===== src/rtl/mips_cpu_bus_interface.sv =====
// Arbitrates MIPS instruction-fetch and load/store requests onto a single Avalon-MM master port.
// Data requests win over fetches; a stuck waitrequest aborts the transfer and sets a sticky error.
module mips_cpu_bus_interface #(
    parameter int unsigned TIMEOUT = 255
) (
    input  logic        clk,
    input  logic        reset,
    input  logic        instr_req,
    input  logic [31:0] instr_addr,
    output logic        instr_ready,
    output logic [31:0] instr_rdata,
    input  logic        data_req,
    input  logic        data_we,
    input  logic [31:0] data_addr,
    input  logic [31:0] data_wdata,
    input  logic [3:0]  data_be,
    output logic        data_ready,
    output logic [31:0] data_rdata,
    output logic        bus_error,
    output logic [31:0] address,
    output logic        write,
    output logic        read,
    input  logic        waitrequest,
    output logic [31:0] writedata,
    output logic [3:0]  byteenable,
    input  logic [31:0] readdata
);
    localparam int unsigned AW    = 32;
    localparam int unsigned DW    = 32;
    localparam int unsigned BW    = 4;
    localparam int unsigned CNT_W = 16;

    typedef enum logic [1:0] {IDLE, INSTR, DATA, DONE} state_t;

    state_t           state_q, state_d;
    logic [AW-1:0]    address_q, address_d;
    logic             read_q, read_d;
    logic             write_q, write_d;
    logic [DW-1:0]    writedata_q, writedata_d;
    logic [BW-1:0]    byteenable_q, byteenable_d;
    logic             instr_ready_q, instr_ready_d;
    logic [DW-1:0]    instr_rdata_q, instr_rdata_d;
    logic             data_ready_q, data_ready_d;
    logic [DW-1:0]    data_rdata_q, data_rdata_d;
    logic             bus_error_q, bus_error_d;
    logic [CNT_W-1:0] cnt_q, cnt_d;
    logic [CNT_W-1:0] cnt_inc_c;
    logic             unused_addr_bits;

    // Byte-offset bits are dropped: the bus is word addressed.
    assign unused_addr_bits = ^{instr_addr[1:0], data_addr[1:0]};
    assign cnt_inc_c        = cnt_q + CNT_W'(1);

    always_ff @(posedge clk or posedge reset) begin
        if (reset) begin
            state_q       <= IDLE;
            address_q     <= '0;
            read_q        <= 1'b0;
            write_q       <= 1'b0;
            writedata_q   <= '0;
            byteenable_q  <= '0;
            instr_ready_q <= 1'b0;
            instr_rdata_q <= '0;
            data_ready_q  <= 1'b0;
            data_rdata_q  <= '0;
            bus_error_q   <= 1'b0;
            cnt_q         <= '0;
        end else begin
            state_q       <= state_d;
            address_q     <= address_d;
            read_q        <= read_d;
            write_q       <= write_d;
            writedata_q   <= writedata_d;
            byteenable_q  <= byteenable_d;
            instr_ready_q <= instr_ready_d;
            instr_rdata_q <= instr_rdata_d;
            data_ready_q  <= data_ready_d;
            data_rdata_q  <= data_rdata_d;
            bus_error_q   <= bus_error_d;
            cnt_q         <= cnt_d;
        end
    end

    always_comb begin
        state_d       = state_q;
        address_d     = address_q;
        read_d        = read_q;
        write_d       = write_q;
        writedata_d   = writedata_q;
        byteenable_d  = byteenable_q;
        instr_ready_d = 1'b0;
        instr_rdata_d = instr_rdata_q;
        data_ready_d  = 1'b0;
        data_rdata_d  = data_rdata_q;
        bus_error_d   = bus_error_q;
        cnt_d         = cnt_q;

        unique case (state_q)
            IDLE: begin
                cnt_d = '0;
                if (data_req) begin
                    state_d      = DATA;
                    address_d    = {data_addr[AW-1:2], 2'b00};
                    read_d       = ~data_we;
                    write_d      = data_we;
                    writedata_d  = data_we ? data_wdata : '0;
                    byteenable_d = data_be;
                end else if (instr_req) begin
                    state_d      = INSTR;
                    address_d    = {instr_addr[AW-1:2], 2'b00};
                    read_d       = 1'b1;
                    write_d      = 1'b0;
                    writedata_d  = '0;
                    byteenable_d = {BW{1'b1}};
                end
            end
            INSTR, DATA: begin
                if (!waitrequest) begin
                    state_d = DONE;
                    read_d  = 1'b0;
                    write_d = 1'b0;
                    if (state_q == INSTR) begin
                        instr_ready_d = 1'b1;
                        instr_rdata_d = readdata;
                    end else begin
                        data_ready_d = 1'b1;
                        if (read_q) data_rdata_d = readdata;
                    end
                end else if (cnt_inc_c == CNT_W'(TIMEOUT)) begin
                    // Abort: complete towards the core with zero data and flag the error.
                    state_d     = DONE;
                    read_d      = 1'b0;
                    write_d     = 1'b0;
                    bus_error_d = 1'b1;
                    cnt_d       = cnt_inc_c;
                    if (state_q == INSTR) begin
                        instr_ready_d = 1'b1;
                        instr_rdata_d = '0;
                    end else begin
                        data_ready_d = 1'b1;
                        if (read_q) data_rdata_d = '0;
                    end
                end else begin
                    cnt_d = cnt_inc_c;
                end
            end
            DONE: begin
                state_d = IDLE;
                cnt_d   = '0;
            end
            default: state_d = IDLE;
        endcase
    end

    assign address     = address_q;
    assign read        = read_q;
    assign write       = write_q;
    assign writedata   = writedata_q;
    assign byteenable  = byteenable_q;
    assign instr_ready = instr_ready_q;
    assign instr_rdata = instr_rdata_q;
    assign data_ready  = data_ready_q;
    assign data_rdata  = data_rdata_q;
    assign bus_error   = bus_error_q;
endmodule


===== config.mk =====
export PLATFORM = sky130hd
export DESIGN_NAME = mips_cpu_bus_interface
export DESIGN_NICKNAME = d
export VERILOG_FILES = /design/src/rtl/mips_cpu_bus_interface.sv
export SDC_FILE = /design/constraint.sdc
export NUM_CORES = 1
export LEC_CHECK = 0
export ABC_AREA = 1
export CAP_MARGIN = 20
export CORE_ASPECT_RATIO = 1.2
export CORE_UTILIZATION = 40
export DETAILED_ROUTE_END_ITERATION = 10
export GPL_ROUTABILITY_DRIVEN = 0
export PLACE_DENSITY = 0.8
export SYNTH_ARGS = -nofsm -noshare
export SYNTH_HDL_FRONTEND = slang
export SYNTH_SLANG_ARGS = --single-unit

===== constraint.sdc =====
create_clock -name clk -period 4.9 [get_ports clk]
set_clock_uncertainty 0.15 [all_clocks]
set_input_delay 0.98 -clock clk [delete_from_list [all_inputs] [get_ports clk]]
set_output_delay 0.98 -clock clk [all_outputs]
set_load 0.02 [all_outputs]

==> impl_summary.txt <==
----------------------------------------------------
[STA]
  Highest clock frequency the design can meet ... 279 MHz
  Final period demand of the worst path ... 3.59 ns
  Worst-margin pin slew ... 1.02 ns
  Final Hold Violating Endpoints ... 0
  Share of the cycle needed by the critical path after routing ... 73.3%
  Relative slew slack ... 31.8%
  Worst hold slack across all endpoints ... 0.318 ns
  Total Neg Setup Slack ... 0 ns
  Final setup violating endpoints ... 0
  Final setup slack of the worst path ... 1.31 ns
  Max Slew Vio Count ... 0
  Setup repair after global routing missed its margin ... false

[Setup path]
  Delay contributed by the slowest stage of the critical path ... 0.78 ns
  Worst path arrival time ... 3.74 ns
  Critical path's most frequent cell ... sky130_fd_sc_hd__nand2_1
  Worst reg-to-reg setup slack ... 1.31 ns
  CP Data Required Time ... 5.05 ns
  Sum of buffers and inverters on the critical path ... 0
  Type of the setup path with the least slack ... flop to flop
  Cell-by-cell trace of the critical path ... ha_1 > nand3_2 > nor2_4 > nand2_1 > nand2_1 > nand2_1 > nor2_1 > nand2_1 > nor2_1 > nand2_2 > nand2_4 > nand3_2 > nand2_1 > nand2_1
  Critical-path top delay cell ... sky130_fd_sc_hd__nand3_2
  Type of element capturing the critical path ... flop
  Worst Setup Start Kind ... flop
  Top delay family on crit path ... simple AND/OR/NAND/NOR gates
  Peak fanout along the critical path ... 67

[Clock tree]
  Later-pin clock latency in the skew report ... 0.41 ns
  CTS tree ... yes
  CTS resizes ... 0
  Hold-fix buffers at CTS ... 0
  Clock input transition at the sequential cells of the worst setup and hold paths ... 0.06 ns
  Post-CTS Setup Repair Bufs ... 0
  Total number of H-tree levels ... 4
  Library cell used as clock root buffer ... sky130_fd_sc_hd__clkbuf_16
  Number of sinks driven by the clock tree ... 153
  Number of clock buffers inserted by TritonCTS ... 17
  Max Buffers Root-to-Sink ... 2

[Floorplanning]
  Effective utilization at floorplan ... 41.4%
  Row count ... 52
  Count of pins on the block boundary ... 275
  Placeable core region ... 0.0170 mm2
  Floorplan die area ... 0.0182 mm2
  Die Wd ... 123 um
  Die Ht ... 147 um

[Placement]
  HPWL after detailed placement ... 13400 um
  Count of buffers inserted at the top-level ports ... 268
  Placement-stage worst setup slack ... 1.25 ns

[Synthesis]
  Area fraction in compound gates after synthesis ... 7.24%
  Share of the yosys chip area belonging to registers ... 54.3%
  Synthesized area per cell ... 8.14 um2
  Adder and majority gate portion of the synthesized area ... 0.710%
  Mapped Cells ... 866
  Number of distinct library cells after synthesis ... 30
  Dominant combinational cell family by area after synthesis ... simple AND/OR/NAND/NOR gates
  Post-synthesis instance area ... 0.00705 mm2
  Yosys warnings ... 0
  Flops & latches, synth ... 153
  Parity-gate share of the synthesized area counting xor and xnor cells ... 0.248%
  Share of cell area taken by muxes after synthesis ... 0%
  Post-Synth Simple-Gate Area ... 29.8%

[Layout]
  Share of final-layout standard cells stronger than drive strength 1 ... 5.01%
  Number of diodes added for antenna fixing ... 0
  Fill cells ... 1493
  Area added between synthesis and finish ... 47.4%
  Total Nets Final ... 1246

[Hold path]
  Min-delay worst type ... flop to flop

[GRT]
  Final global-route overflow total ... 0
  GRT Util Overall ... 22.8%
  Vias in the first global route ... 6487
  Global-route wire length before repair ... 32100 um
  Initial antenna violation count ... 1
  Largest net degree at the start of global routing ... 154

[Detailed routing]
  Number of vias per cell ... 5.05
  Vias after detailed routing ... 6735
  First-iteration detailed-routing DRC count ... 397
  First-pass iteration count of the detailed router ... 4
  Total wire length ... 19900 um
  Detail Route Antenna Nets ... 0
  Average wire per cell in the routed design ... 15.0 um
  DRC violations left ... 0

[Run status]
  Status ... finished clean

[Power and ir drop]
  Cell Pwr Density ... 620 mW/mm2
  Static leakage ... 4.78 nW
  Peak supply drop ... 0.000300 V

[Job]
  Maximum Capacitance Violations ... 0

----------------------------------------------------
[cells by family after synthesis]
family	count (synthesis)
AO/OA/AOI/OAI	89
XOR/XNOR	2
adder cells (fa/ha/maj)	4
buffers and inverters	125
flip-flops	153
other	1
AND/OR/NAND/NOR	492
[metal layers]
metal,up-vias,GRT usage (%),share of wire [%],wire length [um]
met5,-,0,0.045,9
met4,2,10.1,3.4,676
met3,47,7.14,9.4,1880
met2,318,37.1,48,9570
met1,3089,27.5,39,7820
li1,3279,-,-,-
[state kept, by name, indices dropped and copies added (netlist names)]
| register | count |
|---|---|
| address | 30 |
| bus_error | 1 |
| byteenable | 4 |
| cnt_q | 16 |
| data_rdata | 32 |
| data_ready | 1 |
| instr_rdata | 32 |
| instr_ready | 1 |
| read | 1 |
| state_q | 2 |
| write | 1 |
| writedata | 32 |
[through the flow]
stage               cell area, um2  power, W  instances  utilization [%]
global placement              9800   0.00510       1301             57.5
CTS                          10400   0.00649       1333             60.9
floorplan                     7060   0.00368        867                -
finish                       10400   0.00644       1333             60.9
global route                 10400   0.00683       1333             60.9
detailed placement            9800   0.00516       1301             57.5
[cell usage after synthesis, drive strengths merged]
| cell | n | area share (%) |
|---|---|---|
| dfrtp | 153 | 54 |
| nand4 | 71 | 6.3 |
| clkbuf | 37 | 2.0 |
| o22a | 4 | 0.50 |
| a21oi | 1 | 0.071 |
| nor3 | 1 | 0.071 |
| conb | 1 | 0.053 |
| nand3 | 16 | 1.3 |
| o21bai | 1 | 0.11 |
| xor2 | 2 | 0.25 |
| o22ai | 6 | 0.53 |
| inv | 65 | 3.5 |
| buf | 22 | 2.1 |
| nor2 | 80 | 4.7 |
| o211ai | 1 | 0.11 |
| o21ai | 46 | 3.3 |
| nand2 | 324 | 17 |
| a31oi | 30 | 2.7 |
| clkinv | 1 | 0.053 |
| ha | 4 | 0.71 |
[cell type report]
class	count	area [um2]	share of cell area (%)
tap	216	270	2.60
clock buffer	21	450	4.34
inverter	66	251	2.42
clock inverter	11	134	1.29
sequential	153	3830	36.9
multi-input combinational	589	2690	25.9
timing repair buffer	277	2760	26.6
[path summary, 6_finish.rpt]
| path | startpoint | endpoint | cells past startpoint |
|---|---|---|---|
| worst max-delay path | cnt_q[1] | instr_rdata[19] | 14 |
| worst min-delay path | write | write | 2 |
| worst max register to register | cnt_q[1] | instr_rdata[19] | 14 |
| worst min register to register | write | write | 2 |
| max in group asynchronous | reset | data_rdata[2] | 3 |
| min in group asynchronous | reset | writedata[18] | 3 |
[worst min-delay path, delay by kind of cell (launching register included)]
family	cells	cell delay, ns
flip-flops	1	0.34
AND/OR/NAND/NOR	2	0.10
[report_power, final]
part / internal, W / switching (W) / total, W
clock network: 0.000773 / 0.000543 / 0.00132
logic: 0.00126 / 0.00179 / 0.00306
registers: 0.00179 / 0.000285 / 0.00207
total: 0.00382 / 0.00262 / 0.00644
[placed cells by master, fill, tap and decap left out, types with 2 or more instances in the layout]
cell and n:
sky130_fd_sc_hd__xor2_1 2, sky130_fd_sc_hd__nand2_1 320, sky130_fd_sc_hd__nand4_1 71, sky130_fd_sc_hd__nor2_1 74
sky130_fd_sc_hd__clkinvlp_4 4, sky130_fd_sc_hd__o22ai_1 6, sky130_fd_sc_hd__a31oi_1 30, sky130_fd_sc_hd__clkbuf_16 17
sky130_fd_sc_hd__dfrtp_1 153, sky130_fd_sc_hd__clkbuf_1 3, sky130_fd_sc_hd__o22a_1 4, sky130_fd_sc_hd__inv_2 4
sky130_fd_sc_hd__ha_1 4, sky130_fd_sc_hd__o21ai_0 46, sky130_fd_sc_hd__nor2_4 3, sky130_fd_sc_hd__nand3_2 3
sky130_fd_sc_hd__bufinv_16 2, sky130_fd_sc_hd__inv_6 4, sky130_fd_sc_hd__conb_1 2, sky130_fd_sc_hd__clkdlybuf4s50_1 268
sky130_fd_sc_hd__buf_4 8, sky130_fd_sc_hd__nor2_2 3, sky130_fd_sc_hd__nand2_2 3, sky130_fd_sc_hd__nand3_1 13
sky130_fd_sc_hd__inv_1 60
No activity file was read; power rests on OpenSTA's default activity.
==> edit: new RTL, same flow settings <==
`CNT_W`: 16 -> 32.
--- a/src/rtl/mips_cpu_bus_interface.sv
+++ b/src/rtl/mips_cpu_bus_interface.sv
@@ -28,7 +28,7 @@
     localparam int unsigned AW    = 32;
     localparam int unsigned DW    = 32;
     localparam int unsigned BW    = 4;
-    localparam int unsigned CNT_W = 16;
+    localparam int unsigned CNT_W = 32;
 
     typedef enum logic [1:0] {IDLE, INSTR, DATA, DONE} state_t;
 
Behaviour: no difference found for any inputs over 4 cycles, from zero or initial values and one cycle with reset high; that may be too few to reach the edited logic, so the function may still have changed.
==> edit against the unedited design <==
  * Synthesized area rose by 17%
  * Largest cell class unchanged
  * Count of clock-buffer cells in the layout fell by 4
  * Design area rose by 13%
  * Wire length rose by 25%
  * Combinational power fell by 7%
  * Sequential cell count rose by 16
  * Total power fell by 1.5%
  * Setup slack improved by 0.17 ns
  * Critical endpoint is now instr_rdata[2]
  * Clock power rose by 5%
==> edit: results (changes against the unedited design) <==
stage	metric	value	unit	change
hold_path	hold_path_end	writedata[6]		
drt	wl	24900	um	+25%
placement	hpwlAfterDp	17600	um	+32%
drt	num_vias	8027		+19%
drt	wl_met3	1780	um	-5.1%
worst_setup_path	rrSetupSlack	1.48	ns	+0.17 ns
synth	ys_seq_area_share	51.4	%	-2.9 points
global_routing	met1_usage	28.2	%	+0.66 points
global_routing	gr-usage-met3	6.81	%	-0.32 points
global_routing	grt_pass1_vias	8129		+25%
worst_setup_path	cp_max_fo	34		-49%
hold_path	worstHoldStart	writedata[6]		
drt	drt-met1-wl	9650	um	+23%
global_routing	antenna_found_initial	0		-1
power	p_leak	5.51	nW	+15%
status	status	completed		
synth	yosysUniqueCellTypes	32		+6.7%
sta	holdWs	0.329	ns	+0.0112 ns
sta	max_slew_margin	31.1	%	-0.66 points
global_routing	track_usage	24.5	%	+1.7 points
global_routing	grt_util_met2	42.0	%	+4.9 points
cells_and_area	nFillCells	1772		+19%
worst_setup_path	arrival	3.63	ns	-0.11 ns
power	ir_drop	0.000315	V	+5.2%
cells_and_area	fin_nets	1457		+17%
cells_and_area	layout-drive-gt1-share	4.89	%	-0.12 points
drt	met2_length	12500	um	+31%
global_routing	grt_max_degree	89		-42%
synth	synthTopCellsByArea	dfrtp_1 (51%), nand2_1 (19%), nor2_1 (5.1%)		
global_routing	grt_pass1_wl	40700	um	+27%
worst_setup_path	worstReg2RegEnd	instr_rdata[2]		
drt	drtIter0Drc	515		+30%
cts	clkSlewWorstSetupHoldPaths	0.07	ns	
power	switchingPower	0.00265	W	+1.1%
synth	synth_commonest_cells	nand2_1 (409), dfrtp_1 (169), nor2_1 (112)		
cts	clock_latency	0.43	ns	+0.02 ns
cts	htree_levels	4		unchanged
## edit: cell count changes after synthesis, moves of 4 or more
| cell | before | now |
|---|---|---|
| o22ai_1 | 6 | 13 |
| nand4_1 | 71 | 36 |
| nand3_1 | 13 | 60 |
| inv_1 | 62 | 95 |
| nand2_1 | 321 | 409 |
| dfrtp_1 | 153 | 169 |
| buf_2 | 10 | 5 |
| nor2_1 | 75 | 112 |
| buf_1 | 4 | 8 |
| o21ai_0 | 46 | 59 |
## edit: worst max-delay path by stage
stage                  start              to  slack, ns  cells past startpoint
floorplan              reset     address[10]       1.62                      1
global placement    cnt_q[1]  instr_rdata[2]       1.52                     17
detailed placement  cnt_q[1]  instr_rdata[2]       1.49                     17
CTS                 cnt_q[1]  instr_rdata[2]       1.47                     17
global route        cnt_q[1]  instr_rdata[2]       1.19                     17
finish              cnt_q[1]  instr_rdata[2]       1.48                     17
## edit: cell families (layout without fill, tap and decap cells)
| family | count (synthesis) | count (layout) | synth area share [%] |
|---|---|---|---|
| simple gates | 637 | 637 | 32.4 |
| flops | 169 | 169 | 51.4 |
| buf+inv | 153 | 405 | 7.61 |
| compound gates | 109 | 109 | 7.64 |
| fa+ha+maj | 4 | 4 | 0.609 |
| xor+xnor | 2 | 2 | 0.213 |
| other cells | 1 | 2 | 0.0456 |
## edit: final cells by class
class	count	area [um2]	share of cell area [%]
Timing Repair Buffer	278	2780	23.7
Clock inverter	15	195	1.67
Sequential cell	169	4230	36.1
Clock buffer	17	425	3.64
Inverter	95	360	3.08
Tap cell	265	332	2.83
Multi-Input combinational cell	754	3380	28.9
## edit: critical path, stage by stage (launching register included)
cell     delay (ns)
dfrtp_1        0.41
ha_1           0.21
nand2_1        0.11
nor2_4         0.21
nand2_2        0.09
nor2_2         0.25
nand2_1        0.09
nand2_1        0.06
nand2_1        0.06
nor2_1         0.11
nand2_1        0.09
nor2_2         0.14
nand3_4        0.14
nand2_4        0.11
nand2_4        0.24
nor2_8         0.54
nand2_1        0.23
nand2_1        0.12
## edit: power by group through the flow
| stage | clock [W] | combinational, W | sequential (W) |
|---|---|---|---|
| after floorplan | 0 | 0.00101 | 0.00264 |
| after global placement | 0 | 0.00284 | 0.00211 |
| after detailed placement | 0 | 0.00287 | 0.00213 |
| after CTS | 0.00141 | 0.00288 | 0.00211 |
| after global routing | 0.00146 | 0.00307 | 0.00216 |
| final | 0.00138 | 0.00286 | 0.00211 |
## edit: through the flow
stage / setup slack (ns) / utilization [%] / area, um2 / cells
floorplan: 1.62 / - / 8230 / 1076
global placement: 1.52 / 54.9 / 11100 / 1561
detailed placement: 1.49 / 54.9 / 11100 / 1561
CTS: 1.47 / 58.0 / 11700 / 1593
global route: 1.19 / 58.0 / 11700 / 1593
finish: 1.48 / 58.0 / 11700 / 1593
